--- config.mk ---
export PLATFORM = sky130hd
export DESIGN_NAME = pacman_mover
export DESIGN_NICKNAME = d
export VERILOG_FILES = /design/src/rtl/pacman_mover_pkg.sv /design/src/rtl/pacman_neighbor.sv /design/src/rtl/pacman_mover.sv
export SDC_FILE = /design/constraint.sdc
export NUM_CORES = 1
export LEC_CHECK = 0
export BUFFER_PORTS_ARGS = -buffer_cell sky130_fd_sc_hd__buf_2
export CORE_ASPECT_RATIO = 1.5
export CORE_MARGIN = 1.5
export CORE_UTILIZATION = 25
export DETAILED_ROUTE_END_ITERATION = 8
export GPL_TIMING_DRIVEN = 1
export SYNTH_ARGS = -nofsm -noshare
export SYNTH_HDL_FRONTEND = slang
export SYNTH_SLANG_ARGS = --single-unit
--- constraint.sdc ---
create_clock -name clk -period 3 [get_ports clk]
set_clock_uncertainty 0.1 [all_clocks]
set_input_delay 0.3 -clock clk [delete_from_list [all_inputs] [get_ports clk]]
set_output_delay 0.3 -clock clk [all_outputs]
set_load 0.02 [all_outputs]
--- src/rtl/pacman_mover_pkg.sv ---
// Shared maze definitions: heading encodings, default maze borders and mover FSM states.
// Also used by the sprite renderer, so the encodings here must stay in step with it.
package pacman_mover_pkg;

    localparam logic [1:0] DIR_UP    = 2'd0;
    localparam logic [1:0] DIR_LEFT  = 2'd1;
    localparam logic [1:0] DIR_DOWN  = 2'd2;
    localparam logic [1:0] DIR_RIGHT = 2'd3;

    localparam int unsigned BORDER_X_MIN_DEF = 1;
    localparam int unsigned BORDER_X_MAX_DEF = 28;
    localparam int unsigned BORDER_Y_MIN_DEF = 1;
    localparam int unsigned BORDER_Y_MAX_DEF = 28;

    typedef enum logic [2:0] {
        StIdle,
        StProbeTurn,
        StEvalTurn,
        StProbeFwd,
        StEvalFwd
    } mover_state_e;

endpackage

--- src/rtl/pacman_neighbor.sv ---
// Combinational neighbour tile in a given heading, flagged when it falls outside the maze
// borders. The maze has no tunnel, so an out-of-range tile is always treated as blocked.
module pacman_neighbor
    import pacman_mover_pkg::*;
#(
    parameter int unsigned BORDER_X_MIN = BORDER_X_MIN_DEF,
    parameter int unsigned BORDER_X_MAX = BORDER_X_MAX_DEF,
    parameter int unsigned BORDER_Y_MIN = BORDER_Y_MIN_DEF,
    parameter int unsigned BORDER_Y_MAX = BORDER_Y_MAX_DEF
) (
    input  logic [4:0] x,
    input  logic [4:0] y,
    input  logic [1:0] dir,
    output logic [4:0] nx,
    output logic [4:0] ny,
    output logic       outside
);

    localparam logic [5:0] XMin = 6'(BORDER_X_MIN);
    localparam logic [5:0] XMax = 6'(BORDER_X_MAX);
    localparam logic [5:0] YMin = 6'(BORDER_Y_MIN);
    localparam logic [5:0] YMax = 6'(BORDER_Y_MAX);

    logic [5:0] nx6;
    logic [5:0] ny6;

    // 6-bit arithmetic: stepping below 0 gives 63 and above 31 gives 32, both out of range.
    always_comb begin
        nx6 = {1'b0, x};
        ny6 = {1'b0, y};
        case (dir)
            DIR_UP:    ny6 = {1'b0, y} - 6'd1;
            DIR_LEFT:  nx6 = {1'b0, x} - 6'd1;
            DIR_DOWN:  ny6 = {1'b0, y} + 6'd1;
            DIR_RIGHT: nx6 = {1'b0, x} + 6'd1;
            default:   ;
        endcase
    end

    assign outside = (nx6 < XMin) || (nx6 > XMax) || (ny6 < YMin) || (ny6 > YMax);
    assign nx      = nx6[4:0];
    assign ny      = ny6[4:0];

endmodule

--- src/rtl/pacman_mover.sv ---
// Tile-stepping Pac-Man movement controller: paces steps from the frame strobe, buffers
// one joystick turn and probes the maze wall map before each turn and each forward move.
module pacman_mover
    import pacman_mover_pkg::*;
#(
    parameter int unsigned BORDER_X_MIN = BORDER_X_MIN_DEF,
    parameter int unsigned BORDER_X_MAX = BORDER_X_MAX_DEF,
    parameter int unsigned BORDER_Y_MIN = BORDER_Y_MIN_DEF,
    parameter int unsigned BORDER_Y_MAX = BORDER_Y_MAX_DEF,
    parameter int unsigned START_X      = 14,
    parameter int unsigned START_Y      = 23,
    parameter int unsigned MOVE_FRAMES  = 4
) (
    input  logic       clk,
    input  logic       rst_n,
    input  logic       ce,
    input  logic [1:0] joy_dir,
    input  logic       joy_valid,
    output logic [4:0] map_x,
    output logic [4:0] map_y,
    input  logic       map_wall,
    output logic [4:0] xpos,
    output logic [4:0] ypos,
    output logic [1:0] direction,
    output logic       moved,
    output logic       busy
);

    localparam logic [5:0] FrameLast = 6'(MOVE_FRAMES - 1);
    localparam logic [4:0] StartX    = 5'(START_X);
    localparam logic [4:0] StartY    = 5'(START_Y);

    mover_state_e state_q, state_d;
    logic [5:0]   frame_q, frame_d;
    logic         step_req_q, step_req_d;
    logic         pend_valid_q, pend_valid_d;
    logic [1:0]   pend_dir_q, pend_dir_d;
    logic [1:0]   dir_q, dir_d;
    logic [4:0]   xpos_q, xpos_d, ypos_q, ypos_d;
    logic [4:0]   map_x_q, map_x_d, map_y_q, map_y_d;
    logic         outside_q, outside_d;
    logic         moved_q, moved_d;

    logic [1:0]   test_dir;
    logic [4:0]   nb_x, nb_y;
    logic         nb_outside;
    logic         blocked;

    assign test_dir = (state_q == StProbeTurn) ? pend_dir_q : dir_q;
    assign blocked  = outside_q | map_wall;

    pacman_neighbor #(
        .BORDER_X_MIN(BORDER_X_MIN),
        .BORDER_X_MAX(BORDER_X_MAX),
        .BORDER_Y_MIN(BORDER_Y_MIN),
        .BORDER_Y_MAX(BORDER_Y_MAX)
    ) u_neighbor (
        .x      (xpos_q),
        .y      (ypos_q),
        .dir    (test_dir),
        .nx     (nb_x),
        .ny     (nb_y),
        .outside(nb_outside)
    );

    always_comb begin
        state_d      = state_q;
        frame_d      = frame_q;
        step_req_d   = step_req_q;
        pend_valid_d = pend_valid_q;
        pend_dir_d   = pend_dir_q;
        dir_d        = dir_q;
        xpos_d       = xpos_q;
        ypos_d       = ypos_q;
        map_x_d      = map_x_q;
        map_y_d      = map_y_q;
        outside_d    = outside_q;
        moved_d      = 1'b0;

        unique case (state_q)
            StIdle: begin
                if (step_req_q) begin
                    step_req_d = 1'b0;
                    state_d    = (pend_valid_q && pend_dir_q != dir_q) ? StProbeTurn : StProbeFwd;
                end
            end
            StProbeTurn, StProbeFwd: begin
                map_x_d   = nb_x;
                map_y_d   = nb_y;
                outside_d = nb_outside;
                state_d   = (state_q == StProbeTurn) ? StEvalTurn : StEvalFwd;
            end
            StEvalTurn: begin
                if (!blocked) begin
                    dir_d        = pend_dir_q;
                    pend_valid_d = 1'b0;
                end
                state_d = StProbeFwd;
            end
            StEvalFwd: begin
                // The probe address already holds the neighbour tile we would step onto.
                if (!blocked) begin
                    xpos_d  = map_x_q;
                    ypos_d  = map_y_q;
                    moved_d = 1'b1;
                end
                state_d = StIdle;
            end
            default: state_d = StIdle;
        endcase

        // A new frame tick and a fresh joystick sample both override the clears above.
        if (ce) begin
            if (frame_q == FrameLast) begin
                frame_d    = 6'd0;
                step_req_d = 1'b1;
            end else begin
                frame_d = frame_q + 6'd1;
            end
        end
        if (joy_valid) begin
            pend_dir_d   = joy_dir;
            pend_valid_d = 1'b1;
        end
    end

    always_ff @(posedge clk or negedge rst_n) begin
        if (!rst_n) begin
            state_q      <= StIdle;
            frame_q      <= 6'd0;
            step_req_q   <= 1'b0;
            pend_valid_q <= 1'b0;
            pend_dir_q   <= DIR_RIGHT;
            dir_q        <= DIR_RIGHT;
            xpos_q       <= StartX;
            ypos_q       <= StartY;
            map_x_q      <= StartX;
            map_y_q      <= StartY;
            outside_q    <= 1'b0;
            moved_q      <= 1'b0;
        end else begin
            state_q      <= state_d;
            frame_q      <= frame_d;
            step_req_q   <= step_req_d;
            pend_valid_q <= pend_valid_d;
            pend_dir_q   <= pend_dir_d;
            dir_q        <= dir_d;
            xpos_q       <= xpos_d;
            ypos_q       <= ypos_d;
            map_x_q      <= map_x_d;
            map_y_q      <= map_y_d;
            outside_q    <= outside_d;
            moved_q      <= moved_d;
        end
    end

    assign map_x     = map_x_q;
    assign map_y     = map_y_q;
    assign xpos      = xpos_q;
    assign ypos      = ypos_q;
    assign direction = dir_q;
    assign moved     = moved_q;
    assign busy      = (state_q != StIdle);

endmodule
==> run_results.csv <==
group,metric,value,unit
synth,synth_top_cell_by_area,"dfrtp_1",
synth,synth_area_per_cell,9.82,sq um
clock_network,cts.clk_slew.worst_paths,60,ps
die,fp.dieW,77.2,microns
setup_path,reg2reg_to,"outside_q$_DFFE_PN0P_",
setup_path,endpoint_kind,"flip-flop",
routing,drtAntennaViolNets,0,
placed_design,place_ws,10.1,ps
setup_path,crit_start,"state_q[1]$_DFFE_PN0P_",
setup_path,critical_path_class,"flip-flop to flip-flop",
synth,netlist_area,0.00206,sq mm
routing,drc,0,
synth,synth_warnings,0,
clock_network,cts_tree,"yes",
global_route,met1_usage,12.7,%
job,cap_violations,0,
synth,synth_area_leaders,"dfrtp_1 23%, dfstp_2 23%, nand2_1 7.8%, ha_1 5.5%, mux2i_1 3.9%",
routing,wl_per_cell,12.7,microns
synth,ys_ff_latch,37,
sta,max_freq,353,MHz
sta,fin_setup_tns,0,ps
synth,ys_top_cells_by_count,"43 x nand2_1, 19 x dfrtp_1, 18 x dfstp_2",
setup_path,cpMaxStageDelayCell,"dfrtp_1",
global_route,grt-ovfl-total,0,
clock_network,htreeDepth,2,
global_route,grt_pass1_wl,7.55,mm
setup_path,crit_family,"simple AND/OR/NAND/NOR gates",
setup_path,startpoint_type,"flip-flop",
sta,slew_viol_final,0,
run_status,outcome,"finished, final reports clean",
routing,wl,4.49,mm
final_layout,fillCellCount,858,
placed_design,dp_hpwl,3.37,mm
final_layout,insertedDiodeCount,0,
setup_path,r2r_start,"state_q[1]$_DFFE_PN0P_",
min_path,hold_path_class,"primary input to async pin",
final_layout,drive_gt1_share,31.2,%
sta,finalCritPeriodShare,94.5,%
final_layout,synthToLayoutAreaGrowth,22.5,%
global_route,antenna_found_initial,0,
global_route,grt.busiest_layer,"met2",
global_route,use_met2,19.5,%
clock_network,clock_sinks,37,
synth,synth_nets,228,
die,rows,40,
pwr,power-per-cell-area,1340,mW/mm^2
placed_design,port-buffer-count,30,
setup_path,r2r_setup_slack,160,ps
synth,ys_types,37,
sta,fin_ws,164,ps
setup_path,crit_buf_inv,1,
sta,hold_viol,0,
clock_network,clock_path_buffers,2,
synth,seq_area_frac_synth,46.0,%
die,core-area,0.00801,sq mm
synth,synthCells,210,
setup_path,cp.required,3050,ps
sta,final-setup-viol-count,0,
clock_network,root_buffer,"clkbuf_16",
global_route,use_met3,1.91,%
pwr,peakVddDrop,0.000376,V
synth,yosysTopAreaCellShare,23.1,%
global_route,grt_max_degree,38,
synth,async_reset_ff_share,100,%
global_route,grt_pass1_vias,1625,
sta,holdWs,16.1,ps
final_layout,final_net_count,267,
setup_path,crit_chain,"nor3b_4, mux2i_2, nand2b_2, inv_1, fa_1, nor2b_1, o21ai_1, nand2b_1, xor2_1, mux2i_1, a41oi_2",
die,initial_core_util,25.8,%
clock_network,insertion_delay,280,ps
clock_network,ctsHoldBuffers,0,
sta,min_period,2840,ps
global_route,track_usage,11.0,%
setup_path,crit_fanout,5,
synth,synth.most_common_cell,"nand2_1",
routing,vias,1622,
synth,synth_edf_count,0,
routing,vias_per_cell,4.57,
sta,max_slew_margin,44.7,%
sta,tightest_slew,830,ps
routing,drtIter0Drc,60,
setup_path,rr_worst_depth,11,
pwr,leakagePower,1.16,nW
routing,firstDrtPassIters,4,
die,die_area,0.00881,sq mm
clock_network,cts_buffers,5,
setup_path,critical_path.max_stage_delay,400,ps
placed_design,place_congestion,0.741,
die,fp.dieH,114,microns
synth,synthFlopType,"dfrtp_1",
die,io_pins,31,
setup_path,worstPathArrival,2890,ps
[cell usage in the layout (no fill, tap or decap), drive strengths merged, types with 3 or more instances in the layout]
cell,netlist,layout
nand2,43,43
buf,2,37
dfrtp,19,19
dfstp,18,18
o21ai,18,18
nor2,16,16
ha,9,9
a21oi,8,8
xnor2,8,8
inv,8,8
mux2i,8,8
xor2,7,7
mux2,6,6
nand3,5,5
clkbuf,3,5
nand2b,4,4
a21boi,3,3
[worst max path at each step]
| stage | to | cells past startpoint |
|---|---|---|
| 2_1_floorplan | outside_q$_DFFE_PN0P_ | 11 |
| 3_3_place_gp | outside_q$_DFFE_PN0P_ | 11 |
| 3_5_place_dp | outside_q$_DFFE_PN0P_ | 11 |
| 4_1_cts | outside_q$_DFFE_PN0P_ | 11 |
| 5_1_grt | outside_q$_DFFE_PN0P_ | 11 |
| 6_report | outside_q$_DFFE_PN0P_ | 11 |
[through the flow]
step	util, %	power [W]	instances	instance area (sq um)
3_5_place_dp	29.5	0.00283	345	2360
3_3_place_gp	29.5	0.00279	345	2360
6_report	31.5	0.00338	355	2520
2_1_floorplan	-	0.00236	210	2060
5_1_grt	31.5	0.00368	355	2520
4_1_cts	31.2	0.00334	353	2500
[layer usage]
| layer | vias to the layer above | wire, microns |
|---|---|---|
| li1 | 806 | - |
| met1 | 787 | 1920 |
| met2 | 23 | 2380 |
| met3 | 6 | 97 |
| met4 | 0 | 100 |
| met5 | - | 0 |
[area by class of cell]
class | instances | area [sq um] | share of cell area (%)
sequential | 37 | 948 | 37.6
clock buffer | 5 | 125 | 4.96
tap | 105 | 131 | 5.20
inverter | 8 | 30.0 | 1.19
clock inverter | 3 | 17.5 | 0.694
multi-input combinational | 160 | 1070 | 42.4
timing repair buffer | 37 | 203 | 8.03
[report_power, final]
part	total [W]	leakage [nW]	switching [W]	internal, W
registers	0.000987	0.423	0.000218	0.000769
logic	0.00189	0.668	0.00105	0.000836
clock network	0.000507	0.0696	0.000203	0.000304
[logic make-up (layout without fill, tap and decap cells)]
kind of cell	after synthesis	count (layout)	share of synthesized area (%)
simple gates	81	81	18.0
buf+inv	13	53	2.73
flops	37	37	46.0
xor+xnor	15	15	6.37
fa+ha+maj	11	11	7.40
compound gates	39	39	12.3
mux	14	14	7.16
[repair_timing]
item	CTS	global route
gates resized for setup	0	4
endpoints found under the setup margin	0	1
buffers inserted	0	2
[sequential cells by signal, summed over array words and instances (netlist names)]
name / flops
xpos: 5
map_x: 5
frame_q: 6
direction: 2
map_y: 5
pend_valid_q: 1
state_q: 3
outside_q: 1
moved: 1
ypos: 5
pend_dir_q: 2
step_req_q: 1
No activity file was read; power rests on OpenSTA's default activity.
